**config.mk**
```make
export PLATFORM = sky130hd
export DESIGN_NAME = pdm_interp
export DESIGN_NICKNAME = d
export VERILOG_FILES = /design/src/rtl/pdm_interp.sv
export SDC_FILE = /design/constraint.sdc
export NUM_CORES = 1
export LEC_CHECK = 0
export CAP_MARGIN = 20
export CORE_MARGIN = 2
export CORE_UTILIZATION = 47
export CTS_BUF_LIST = sky130_fd_sc_hd__clkbuf_16
export CTS_CLUSTER_DIAMETER = 200
export CTS_CLUSTER_SIZE = 40
export DETAILED_ROUTE_END_ITERATION = 16
export GPL_TIMING_DRIVEN = 0
export PLACE_DENSITY = 0.67
export SKIP_CTS_REPAIR_TIMING = 1
export SLEW_MARGIN = 10
export SYNTH_ARGS = -nofsm -noshare
export SYNTH_HDL_FRONTEND = slang
export SYNTH_SLANG_ARGS = --single-unit
```
**constraint.sdc**
```tcl
create_clock -name clk -period 6.1 [get_ports clk]
set_clock_uncertainty 0.15 [all_clocks]
set_input_delay 1.525 -clock clk [delete_from_list [all_inputs] [get_ports clk]]
set_output_delay 1.525 -clock clk [all_outputs]
set_load 0.1 [all_outputs]
```
**src/rtl/pdm_interp.sv**
```systemverilog
// PCM to 1-bit PDM: 2-stage zero-stuffing CIC interpolator,
// shift/saturate normaliser and first-order sigma-delta modulator.
module pdm_interp #(
  parameter int WIDTH = 24,
  parameter int RATE  = 49,
  parameter int ACC_W = 32,
  parameter int SHIFT = 6
) (
  input  logic                    clk,
  input  logic                    reset,
  input  logic signed [WIDTH-1:0] in_data,
  input  logic                    in_valid,
  output logic                    in_ready,
  output logic                    underrun,
  output logic                    dout
);

  localparam int PW = $clog2(RATE);
  localparam int EW = WIDTH + 2;
  localparam logic [PW-1:0] LAST = PW'(RATE - 1);
  localparam logic signed [ACC_W-1:0] PMAX =
    ACC_W'((64'sd1 <<< (WIDTH - 1)) - 64'sd1);
  localparam logic signed [ACC_W-1:0] NMIN =
    ACC_W'(-(64'sd1 <<< (WIDTH - 1)));
  localparam logic signed [EW-1:0] FULL =
    EW'(64'sd1 <<< (WIDTH - 1));

  logic [PW-1:0] phase;
  logic signed [WIDTH-1:0] x_reg;
  logic signed [WIDTH-1:0] sel;
  logic signed [ACC_W-1:0] c0, c1, i0, i1;
  logic signed [ACC_W-1:0] s, d, u, sh;
  logic signed [WIDTH-1:0] m;
  logic signed [EW-1:0] e, v, e_nx;
  logic pos;

  assign in_ready = (phase == LAST);

  // A missing sample repeats the previous one.
  always_comb begin
    sel = in_valid ? in_data : x_reg;
    s   = ACC_W'(sel);
    d   = s - ACC_W'(x_reg);
    u   = (phase == '0) ? c1 : '0;
  end

  always_comb begin
    sh = i1 >>> SHIFT;
    m  = sh[WIDTH-1:0];
    if (sh > PMAX)
      m = {1'b0, {(WIDTH-1){1'b1}}};
    else if (sh < NMIN)
      m = {1'b1, {(WIDTH-1){1'b0}}};
  end

  always_comb begin
    v    = e + EW'(m);
    pos  = ~v[EW-1];
    e_nx = pos ? (v - FULL) : (v + FULL);
  end

  always_ff @(posedge clk or posedge reset) begin
    if (reset) begin
      phase    <= '0;
      x_reg    <= '0;
      c0       <= '0;
      c1       <= '0;
      underrun <= 1'b0;
    end else begin
      phase    <= in_ready ? '0 : phase + PW'(1);
      underrun <= 1'b0;
      if (in_ready) begin
        x_reg    <= sel;
        c0       <= d;
        c1       <= d - c0;
        underrun <= ~in_valid;
      end
    end
  end

  always_ff @(posedge clk or posedge reset) begin
    if (reset) begin
      i0   <= '0;
      i1   <= '0;
      e    <= '0;
      dout <= 1'b0;
    end else begin
      i0   <= i0 + u;
      i1   <= i1 + i0;
      e    <= e_nx;
      dout <= pos;
    end
  end

endmodule
```
==> results of run 1 <==
per-stage QoR:
| stage | instances | setup TNS [ps] | hold WS, ps |
|---|---|---|---|
| 6_report | 1833 | 0 | 323 |
| 5_1_grt | 1833 | -145 | 339 |
| 4_1_cts | 1827 | -796 | 327 |
| 3_5_place_dp | 1795 | -5370 | 311 |
| 3_3_place_gp | 1790 | -4520 | 305 |
| 2_1_floorplan | 1427 | 0 | 290 |
cell usage after synthesis, types with 9 or more instances:
| cell | number | area [um2] |
|---|---|---|
| sky130_fd_sc_hd__o21ai_0 | 96 | 480 |
| sky130_fd_sc_hd__nand3_1 | 25 | 125 |
| sky130_fd_sc_hd__o21ai_1 | 51 | 255 |
| sky130_fd_sc_hd__o21bai_1 | 14 | 105 |
| sky130_fd_sc_hd__nor2b_1 | 14 | 87.6 |
| sky130_fd_sc_hd__a31oi_1 | 19 | 119 |
| sky130_fd_sc_hd__inv_1 | 88 | 330 |
| sky130_fd_sc_hd__dfrtp_1 | 173 | 4330 |
| sky130_fd_sc_hd__nand2b_1 | 23 | 144 |
| sky130_fd_sc_hd__a21o_1 | 62 | 465 |
| sky130_fd_sc_hd__xnor2_1 | 81 | 709 |
| sky130_fd_sc_hd__and3_1 | 18 | 113 |
| sky130_fd_sc_hd__and2_1 | 31 | 194 |
| sky130_fd_sc_hd__xor2_1 | 39 | 342 |
| sky130_fd_sc_hd__ha_1 | 138 | 1730 |
| sky130_fd_sc_hd__o21a_1 | 21 | 158 |
| sky130_fd_sc_hd__a21oi_1 | 99 | 495 |
| sky130_fd_sc_hd__nand2_1 | 145 | 544 |
| sky130_fd_sc_hd__nor2_1 | 116 | 435 |
| sky130_fd_sc_hd__clkbuf_1 | 34 | 128 |
| sky130_fd_sc_hd__a211oi_1 | 14 | 105 |
| sky130_fd_sc_hd__nand4_1 | 9 | 56.3 |
worst max path at each step:
stage / from / to / slack (ps) / depth (start not counted)
final: in_data[0] / c1[22] / 200 / 19
after CTS: in_valid / c1[21] / -260 / 23
after floorplan: in_valid / c1[21] / 270 / 22
after global placement: in_valid / c1[21] / -620 / 23
after global routing: in_data[0] / c1[21] / -80 / 21
after detailed placement: in_valid / c1[21] / -710 / 23
routing by layer:
metal  wire, um  GRT usage  up-vias
met5          0          0        -
met4        317     0.0510        0
met3        552     0.0260       21
met2      12100      0.327      130
met1      12200      0.239     4471
li1           -          -     5174
worst max-delay path, cell delays in order:
cell,delay [ps]
sky130_fd_sc_hd__clkdlybuf4s50_1,420
sky130_fd_sc_hd__mux2i_1,210
sky130_fd_sc_hd__ha_2,220
sky130_fd_sc_hd__inv_1,50
sky130_fd_sc_hd__fa_1,410
sky130_fd_sc_hd__a21oi_2,200
sky130_fd_sc_hd__o21ai_2,110
sky130_fd_sc_hd__o41ai_4,370
sky130_fd_sc_hd__buf_4,190
sky130_fd_sc_hd__xnor2_1,160
sky130_fd_sc_hd__ha_2,350
sky130_fd_sc_hd__a21o_1,190
sky130_fd_sc_hd__a21o_1,190
sky130_fd_sc_hd__a221o_1,390
sky130_fd_sc_hd__a311o_1,390
sky130_fd_sc_hd__a21o_1,220
sky130_fd_sc_hd__a31o_1,230
sky130_fd_sc_hd__xnor2_1,150
sky130_fd_sc_hd__o21ai_1,70
where the power goes:
group	total [mW]	internal, mW	switching (mW)
combinational	2.98	1.31	1.67
clock	1.18	0.695	0.486
sequential	1.44	1.37	0.0753
cell type report:
class                           instances  area, um2
Fill cell                            2389      12000
Buffer                                 34        133
Sequential cell                       173       4330
Timing Repair Buffer                   41        438
Inverter                               90        342
Tap cell                              335        419
Multi-Input combinational cell       1128       7740
Clock inverter                         15        210
Clock buffer                           17        425
kinds of logic (layout without fill, tap and decap cells):
group	Yosys count	after routing	synth area share
adder cells (fa/ha/maj)	144	144	0.148
XOR/XNOR	120	120	0.0841
multiplexers	10	10	0.00881
AO/OA/AOI/OAI	448	448	0.226
buffers and inverters	126	197	0.0379
AND/OR/NAND/NOR	406	406	0.149
flip-flops	173	173	0.346
==> Flow_metrics.wiki, run 1 <==
{| class="wikitable"
! Metric !! Value
|-
| Overflow left after global routing || 0
|-
| Hold-critical path depth || 1
|-
| Die H || between 150 and 200 um
|-
| Fraction of the cycle the final worst path needs || 0.967
|-
| Min-delay worst type || reg -> reg
|-
| WP data arrival || 6040 ps
|-
| Most used cells in the layout excluding fill and tap cells || sky130_fd_sc_hd__dfrtp_1 (173), sky130_fd_sc_hd__nand2_1 (145), sky130_fd_sc_hd__ha_1 (136)
|-
| Clock tree from TritonCTS || done
|-
| Clock root cell || sky130_fd_sc_hd__clkbuf_16
|-
| Setup slack of the critical path after layout || 198 ps
|-
| Origin of the worst min-delay path || i1[0]
|-
| Type of the worst setup path || in -> reg
|-
| Post-synth EDFFs || 0
|-
| Post-synthesis cell type count || approximately 70
|-
| Count of maximum capacitance violations || 0
|-
| Syn Inst Count || 1,427
|-
| Number of DRC markers in iteration 0 || 436
|-
| Worst Max-Slew Pin Slew || 964 ps
|-
| I/O Pins || 30
|-
| Pre-CTS setup slack || -706 ps
|-
| Pre-Repair DR Iteration Count || 4
|-
| Detailed-route vias per instance || about 5.3
|-
| Cell area after technology mapping || 12,500 um2
|-
| Share of post-route cells with drive strength above 1 || 0.0527
|-
| Num CTS Buffers || 17
|-
| DP Area || 13,300 um2
|-
| Worst Reg-to-Reg Cells || 18
|-
| Number of global-route vias before repair || 9,536
|-
| CTS max path bufs || 2
|-
| Number of hold violations in the final report || 0
|-
| Maximum number of pins on one net before global-route repair || 39
|-
| Detail Route Antenna Nets || 0
|-
| Synth-to-layout area growth || 12.3%
|-
| Static leakage power || ~6.3 nW
|-
| Final GP Congestion || roughly 0.89
|-
| Routed via count || 9,796
|-
| Registers with the most flip-flops || i0 (32), i1 (32)
|-
| Die footprint || 27,900 um2
|-
| Peak fanout along the critical path || 4
|-
| Number of sinks driven by the clock tree || roughly 170
|-
| H-tree level count || 4
|-
| Clock transition at the register clock pins on the worst setup and hold paths after CTS || 70 ps
|-
| Post-synth ARST share || 1.00
|-
| Port Buf Inserts || 28
|-
| Flip-flop and latch count after synthesis || 173
|-
| Worst slew slack as a fraction of its limit || 0.356
|-
| Pwr dens || 399 nW/um2
|-
| Synth Net Count || 1,598
|-
| Sequential element share of the synthesized area || 0.346
|-
| Worst reg2reg setup slack || 1300 ps
|-
| Critical Path Source Type || input pin
|-
| Area of the core region || 26,100 um2
|-
| Routed length per instance || 13.7 um
|-
| Min cycle time layout || approximately 5900 ps
|-
| End point of the worst hold path || i1[0]
|-
| Origin of the critical flop-to-flop path || i1[31]
|-
| Number of nets at the end of the flow || 1,656
|-
| Final Core Density || 0.539
|-
| Largest vdd supply drop || approximately 570 uV
|-
| Number of placement rows || slightly below 60
|-
| Most common cell after layout, fill and taps aside || sky130_fd_sc_hd__dfrtp_1
|-
| DRC errors left || 0
|-
| Die width || around 170 um
|-
| Initial antenna violation count || 0
|-
| Total design power || 5.60 mW
|-
| Leading register cell type out of synthesis || sky130_fd_sc_hd__dfrtp_1
|-
| Antenna diodes || 0
|-
| Worst Path Required || 6240 ps
|-
| Wire length of the first global-routing pass || around 43,000 um
|-
| HPWL reported at the end of detailed placement || 20,000 um
|-
| Reg2reg end || e[24]
|-
| GRT Util Overall || 0.186
|-
| Warning count from the yosys run || 0
|-
| Highest Clock Rate || approximately 170 MHz
|-
| Latest clock arrival within the worst-skew pair || 430 ps
|-
| Mean Syn Cell Area || 8.76 um2
|-
| Starting utilization of the core area || 0.480
|-
| Final non-filler cell area || approximately 14,000 um2
|-
| Final setup violating endpoints || 0
|-
| Total wirelength of the detailed-routed design || roughly 25,000 um
|-
| Count of pins over their slew limit || 0
|-
| Worst Setup End Kind || flop
|-
| Result of the run || completed
|}
Power figures use the tool's default switching activity.
==> run 2: changes to the inputs <==
--- a/config.mk
+++ b/config.mk
@@ -5,7 +5,6 @@
 export SDC_FILE = /design/constraint.sdc
 export NUM_CORES = 1
 export LEC_CHECK = 0
-export CAP_MARGIN = 20
 export CORE_MARGIN = 2
 export CORE_UTILIZATION = 47
 export CTS_BUF_LIST = sky130_fd_sc_hd__clkbuf_16
@@ -15,7 +14,7 @@
 export GPL_TIMING_DRIVEN = 0
 export PLACE_DENSITY = 0.67
 export SKIP_CTS_REPAIR_TIMING = 1
-export SLEW_MARGIN = 10
+export SLEW_MARGIN = 20
 export SYNTH_ARGS = -nofsm -noshare
 export SYNTH_HDL_FRONTEND = slang
 export SYNTH_SLANG_ARGS = --single-unit
==> run 2 against run 1 <==
Compared with the run above:
- sequential power about the same
- critical path type unchanged
- power decreased by 0.47%
- non-clock buffer count decreased by 1
- combinational power about the same
- worst hold slack about the same
==> Flow_metrics.wiki, run 2 (same netlist as run 1, synthesis figures left out) <==
{| class="wikitable"
! Metric !! Value
|-
| Pre-Repair DR Iteration Count || 7
|-
| Routed length per instance || between 10 and 15 um
|-
| Routed via count || between 9,000 and 10,000
|-
| Number of hold violations in the final report || 0
|-
| Slowest-stage cell, CP || sky130_fd_sc_hd__clkdlybuf4s50_1
|-
| Number of sinks driven by the clock tree || 173
|-
| Most common cell after layout, fill and taps aside || sky130_fd_sc_hd__dfrtp_1
|-
| Clock root cell || sky130_fd_sc_hd__clkbuf_16
|-
| HPWL reported at the end of detailed placement || ~20,000 um
|-
| Total design power || 5.57 mW
|-
| Count of pins over their slew limit || 0
|-
| Largest vdd supply drop || 548 uV
|-
| Initial antenna violation count || 0
|-
| Number of global-route vias before repair || 9,483
|-
| Min-delay worst type || reg -> reg
|-
| Number of nets at the end of the flow || 1,655
|-
| Area of the core region || 26,100 um2
|-
| Clock tree from TritonCTS || done
|-
| Latest clock arrival within the worst-skew pair || 430 ps
|-
| Count of maximum capacitance violations || 0
|-
| H-tree level count || 4
|-
| Setup slack of the critical path after layout || around 210 ps
|-
| Die footprint || between 20,000 and 30,000 um2
|-
| Die width || 167 um
|-
| End point of the worst hold path || c1[6]
|-
| Detail Route Antenna Nets || 0
|-
| Clock transition at the register clock pins on the worst setup and hold paths after CTS || 60 ps
|-
| Fraction of the cycle the final worst path needs || 0.965
|-
| Synth-to-layout area growth || 12.3%
|-
| Final Core Density || 0.539
|-
| Number of placement rows || 59
|-
| Maximum number of pins on one net before global-route repair || 35
|-
| Worst Max-Slew Pin Slew || between 900 and 1000 ps
|-
| Delay of the slowest cell on the worst path || 420 ps
|-
| Hold-critical path depth || 2
|-
| Worst reg2reg setup slack || 1250 ps
|-
| Overflow left after global routing || 0
|-
| Port Buf Inserts || 28
|-
| Ordered cell list for the critical path || clkdlybuf4s50_1 -> mux2i_2 -> ha_1 -> inv_1 -> fa_1 -> a21oi_2 -> o21ai_2 -> o41ai_4 -> buf_4 -> xnor2_1 -> ha_2 -> a21o_1 -> a21o_1 -> a221o_1 -> a311o_1 -> a21o_1 -> a31o_1 -> xnor2_1 -> o21ai_1
|-
| Worst Reg-to-Reg Cells || 18
|-
| DRC errors left || 0
|-
| Origin of the worst min-delay path || c1[6]
|-
| Static leakage power || approximately 6.3 nW
|-
| Reg2reg end || e[24]
|-
| Total wirelength of the detailed-routed design || 25,300 um
|-
| WP data arrival || approximately 6000 ps
|-
| Pwr dens || 397 nW/um2
|-
| Wire length of the first global-routing pass || 43,600 um
|-
| Registers with the most flip-flops || i0 (32), i1 (32)
|-
| Min cycle time layout || 5890 ps
|-
| Peak fanout along the critical path || 4
|-
| Critical path launch point || in_data[0]
|-
| Type of the worst setup path || in -> reg
|-
| Pre-CTS setup slack || -692 ps
|-
| Summed negative setup slack over all endpoints || 0 ps
|-
| Worst Path Required || approximately 6200 ps
|-
| Starting utilization of the core area || 0.480
|-
| Worst slew slack as a fraction of its limit || 0.351
|-
| I/O Pins || 30
|-
| Highest Clock Rate || 170 MHz
|-
| Share of post-route cells with drive strength above 1 || 0.0521
|-
| CP dominant cell by count || sky130_fd_sc_hd__a21o_1
|-
| GRT Util Overall || 0.187
|-
| Die H || between 150 and 200 um
|-
| Num CTS Buffers || 17
|-
| Count of fill cells added during filler insertion || 2,397
|-
| Most used cells in the layout excluding fill and tap cells || sky130_fd_sc_hd__dfrtp_1 (173), sky130_fd_sc_hd__nand2_1 (145), sky130_fd_sc_hd__ha_1 (136)
|-
| Number of DRC markers in iteration 0 || 462
|-
| CTS max path bufs || 2
|-
| Origin of the critical flop-to-flop path || i1[31]
|-
| Final setup violating endpoints || 0
|-
| Worst Setup End Kind || flop
|-
| Antenna diodes || 0
|-
| Final GP Congestion || between 0.8 and 0.9
|-
| Detailed-route vias per instance || roughly 5.4
|-
| Critical Path Source Type || input pin
|-
| Result of the run || completed
|}
run 2: layer usage:
metal	vias up	GRT usage	wire length, um
met3	22	0.0267	632
met5	-	0	0
met1	4551	0.237	12100
met2	144	0.334	12300
li1	5173	-	-
met4	0	0.0469	290
run 2: per-stage QoR:
stage          instances  instance area [um2]  hold WS, ps
3_5_place_dp        1796                13300          311
2_1_floorplan       1427                12500          290
4_1_cts             1828                14000          327
6_report            1832                14000          322
3_3_place_gp        1790                13200          305
5_1_grt             1832                14000          355
run 2: power by group:
part           internal (mW)  switching [mW]
sequential              1.37          0.0745
combinational           1.31            1.68
clock                  0.652           0.489
total                   3.33            2.24
run 2: cell type report:
type / count / area, um2 / share of cell area
multi-input cells: 1128 / 7750 / 0.552
flip-flops and latches: 173 / 4330 / 0.308
repair buffers: 40 / 460 / 0.0328
clock buffers: 17 / 425 / 0.0303
well taps: 335 / 419 / 0.0298
inverters: 90 / 342 / 0.0243
clock inverters: 15 / 185 / 0.0132
plain buffers: 34 / 133 / 0.00944
run 2: worst max-delay path by stage:
stage          endpoint  slack, ps  cells past startpoint
2_1_floorplan    c1[21]        270                     22
3_3_place_gp     c1[21]       -620                     23
3_5_place_dp     c1[21]       -690                     23
4_1_cts          c1[21]       -260                     23
5_1_grt          c1[21]        -40                     22
6_report         c1[22]        210                     19
run 2: worst max-delay path: cells and delay by family:
family / cells / cell delay [ps]
multiplexers: 1 / 170
XOR/XNOR: 2 / 320
adder cells (fa/ha/maj): 3 / 960
buffers and inverters: 3 / 660
AO/OA/AOI/OAI: 10 / 2390
==> run 3: changes to the inputs <==
--- a/config.mk
+++ b/config.mk
@@ -12,7 +12,7 @@
 export CTS_CLUSTER_SIZE = 40
 export DETAILED_ROUTE_END_ITERATION = 16
 export GPL_TIMING_DRIVEN = 0
-export PLACE_DENSITY = 0.67
+export PLACE_DENSITY = 0.64
 export SKIP_CTS_REPAIR_TIMING = 1
 export SLEW_MARGIN = 20
 export SYNTH_ARGS = -nofsm -noshare
==> run 3 against run 2 <==
Compared with the run above:
- sequential power about the same
- register-to-register slack better by 90 ps
- sequential share of layout area up 0.069 points
- via count down 1.7%
- highest routed layer unchanged
==> Flow_metrics.wiki, run 3 (same netlist as run 1, synthesis figures left out) <==
{| class="wikitable"
! Metric !! Value
|-
| Number of placement rows || 59
|-
| Final non-filler cell area || 14,000 um2
|-
| Min cycle time layout || 5870 ps
|-
| H-tree level count || 4
|-
| Total wirelength of the detailed-routed design || 25,300 um
|-
| Pwr dens || 393 nW/um2
|-
| CTS max path bufs || 2
|-
| Most common cell after layout, fill and taps aside || sky130_fd_sc_hd__dfrtp_1
|-
| Starting utilization of the core area || 0.480
|-
| Detail Route Antenna Nets || 0
|-
| Number of DRC markers in iteration 0 || 442
|-
| Worst Path Required || 6240 ps
|-
| DP Area || 13,300 um2
|-
| Total design power || 5.51 mW
|-
| Latest clock arrival within the worst-skew pair || roughly 430 ps
|-
| Number of global-route vias before repair || 9,509
|-
| I/O Pins || 30
|-
| WP data arrival || 6010 ps
|-
| Count of fill cells added during filler insertion || between 2,000 and 2,500
|-
| Synth-to-layout area growth || 12.1%
|-
| Worst Max-Slew Pin Slew || 975 ps
|-
| Detailed-route vias per instance || 5.31
|-
| Critical Path Source Type || input pin
|-
| Number of nets at the end of the flow || 1,654
|-
| Worst Reg-to-Reg Cells || 18
|-
| Peak fanout along the critical path || 3
|-
| Clock root cell || sky130_fd_sc_hd__clkbuf_16
|-
| Registers with the most flip-flops || i0 (32), i1 (32)
|-
| Number of sinks driven by the clock tree || around 170
|-
| Die H || 167 um
|-
| Routed via count || approximately 9,700
|-
| Count of non-filler cells in the finished layout || approximately 1,800
|-
| HPWL reported at the end of detailed placement || 20,000 um
|-
| Share of post-route cells with drive strength above 1 || 0.0528
|-
| Count of maximum capacitance violations || 0
|-
| Type of the worst setup path || in -> reg
|-
| Placed Instances || 1,796
|-
| Die footprint || 27,900 um2
|-
| Pre-Repair DR Iteration Count || 5
|-
| Num CTS Buffers || 17
|-
| Die width || 167 um
|-
| Worst Setup End Kind || flop
|-
| Hold-critical path depth || 2
|-
| Initial antenna violation count || 0
|-
| Highest Clock Rate || about 170 MHz
|-
| Count of pins over their slew limit || 0
|-
| Overflow left after global routing || 0
|-
| Min-delay worst type || reg -> reg
|-
| Clock tree from TritonCTS || done
|-
| Final setup violating endpoints || 0
|-
| Wire length of the first global-routing pass || 43,800 um
|-
| Pre-CTS setup slack || -668 ps
|-
| Port Buf Inserts || 28
|-
| Multi-input gate area || 7760 um2
|-
| Sequential standard cell area || 4330 um2
|-
| Clock transition at the register clock pins on the worst setup and hold paths after CTS || 70 ps
|-
| Result of the run || completed
|-
| Area of the core region || 26,100 um2
|-
| Worst slew slack as a fraction of its limit || 0.348
|-
| Setup slack of the critical path after layout || around 230 ps
|-
| Largest vdd supply drop || 448 uV
|-
| Routed length per instance || around 14 um
|-
| GRT Util Overall || 0.187
|-
| Most used cells in the layout excluding fill and tap cells || sky130_fd_sc_hd__dfrtp_1 (173), sky130_fd_sc_hd__nand2_1 (145), sky130_fd_sc_hd__ha_1 (136)
|-
| Final GP Congestion || 0.889
|-
| DRC errors left || 0
|-
| Maximum number of pins on one net before global-route repair || 35
|-
| Antenna diodes || 0
|-
| Number of hold violations in the final report || 0
|-
| Static leakage power || 6.29 nW
|-
| Fraction of the cycle the final worst path needs || 0.962
|}
## run 3: path summary, 6_finish.rpt
path	slack, ps	from	to
max in group asynchronous	3690	reset	i1[21]
max reg2reg	1340	x_reg[0]	c1[22]
min	320	c1[6]	c1[6]
min reg2reg	320	c1[6]	c1[6]
min in group asynchronous	1220	reset	phase[2]
max	230	in_data[0]	c1[22]
## run 3: critical path: stages
cell and delay (ps):
sky130_fd_sc_hd__clkdlybuf4s50_1 430, sky130_fd_sc_hd__mux2i_2 190, sky130_fd_sc_hd__ha_2 210, sky130_fd_sc_hd__inv_1 50, sky130_fd_sc_hd__fa_1 410, sky130_fd_sc_hd__a21oi_2 180
sky130_fd_sc_hd__o21ai_1 140, sky130_fd_sc_hd__o41ai_4 370, sky130_fd_sc_hd__buf_4 180, sky130_fd_sc_hd__xnor2_1 150, sky130_fd_sc_hd__ha_1 310, sky130_fd_sc_hd__a21o_1 210
sky130_fd_sc_hd__a21o_1 190, sky130_fd_sc_hd__a221o_1 400, sky130_fd_sc_hd__a311o_1 400, sky130_fd_sc_hd__a21o_1 210, sky130_fd_sc_hd__a31o_1 230, sky130_fd_sc_hd__xnor2_1 140
sky130_fd_sc_hd__o21ai_1 70
## run 3: cell type report
cell class | instances | share of cell area
flip-flops and latches | 173 | 0.309
multi-input cells | 1128 | 0.554
inverters | 90 | 0.0244
well taps | 335 | 0.0299
plain buffers | 34 | 0.00964
repair buffers | 39 | 0.0313
clock inverters | 15 | 0.0117
clock buffers | 17 | 0.0304
## run 3: per-stage QoR
step | TNS (ps) | utilization | hold slack (ps)
5_1_grt | -35.3 | 0.538 | 347
4_1_cts | -918 | 0.534 | 332
3_5_place_dp | -5330 | 0.511 | 318
3_3_place_gp | -4540 | 0.507 | 303
2_1_floorplan | 0 | - | 290
6_report | 0 | 0.538 | 322
## run 3: routing by layer
layer | vias up | part of all wire | track usage
met2 | 124 | 0.48 | 0.327
met1 | 4410 | 0.49 | 0.243
met4 | 0 | 0.013 | 0.0506
met5 | - | 0 | 0
li1 | 5165 | - | -
met3 | 19 | 0.022 | 0.0258
## run 3: report_power, final
group / internal, mW / switching (mW) / leakage (nW)
Combinational: 1.31 / 1.65 / 4.10
Sequential: 1.37 / 0.0743 / 1.90
Clock: 0.612 / 0.488 / 0.295
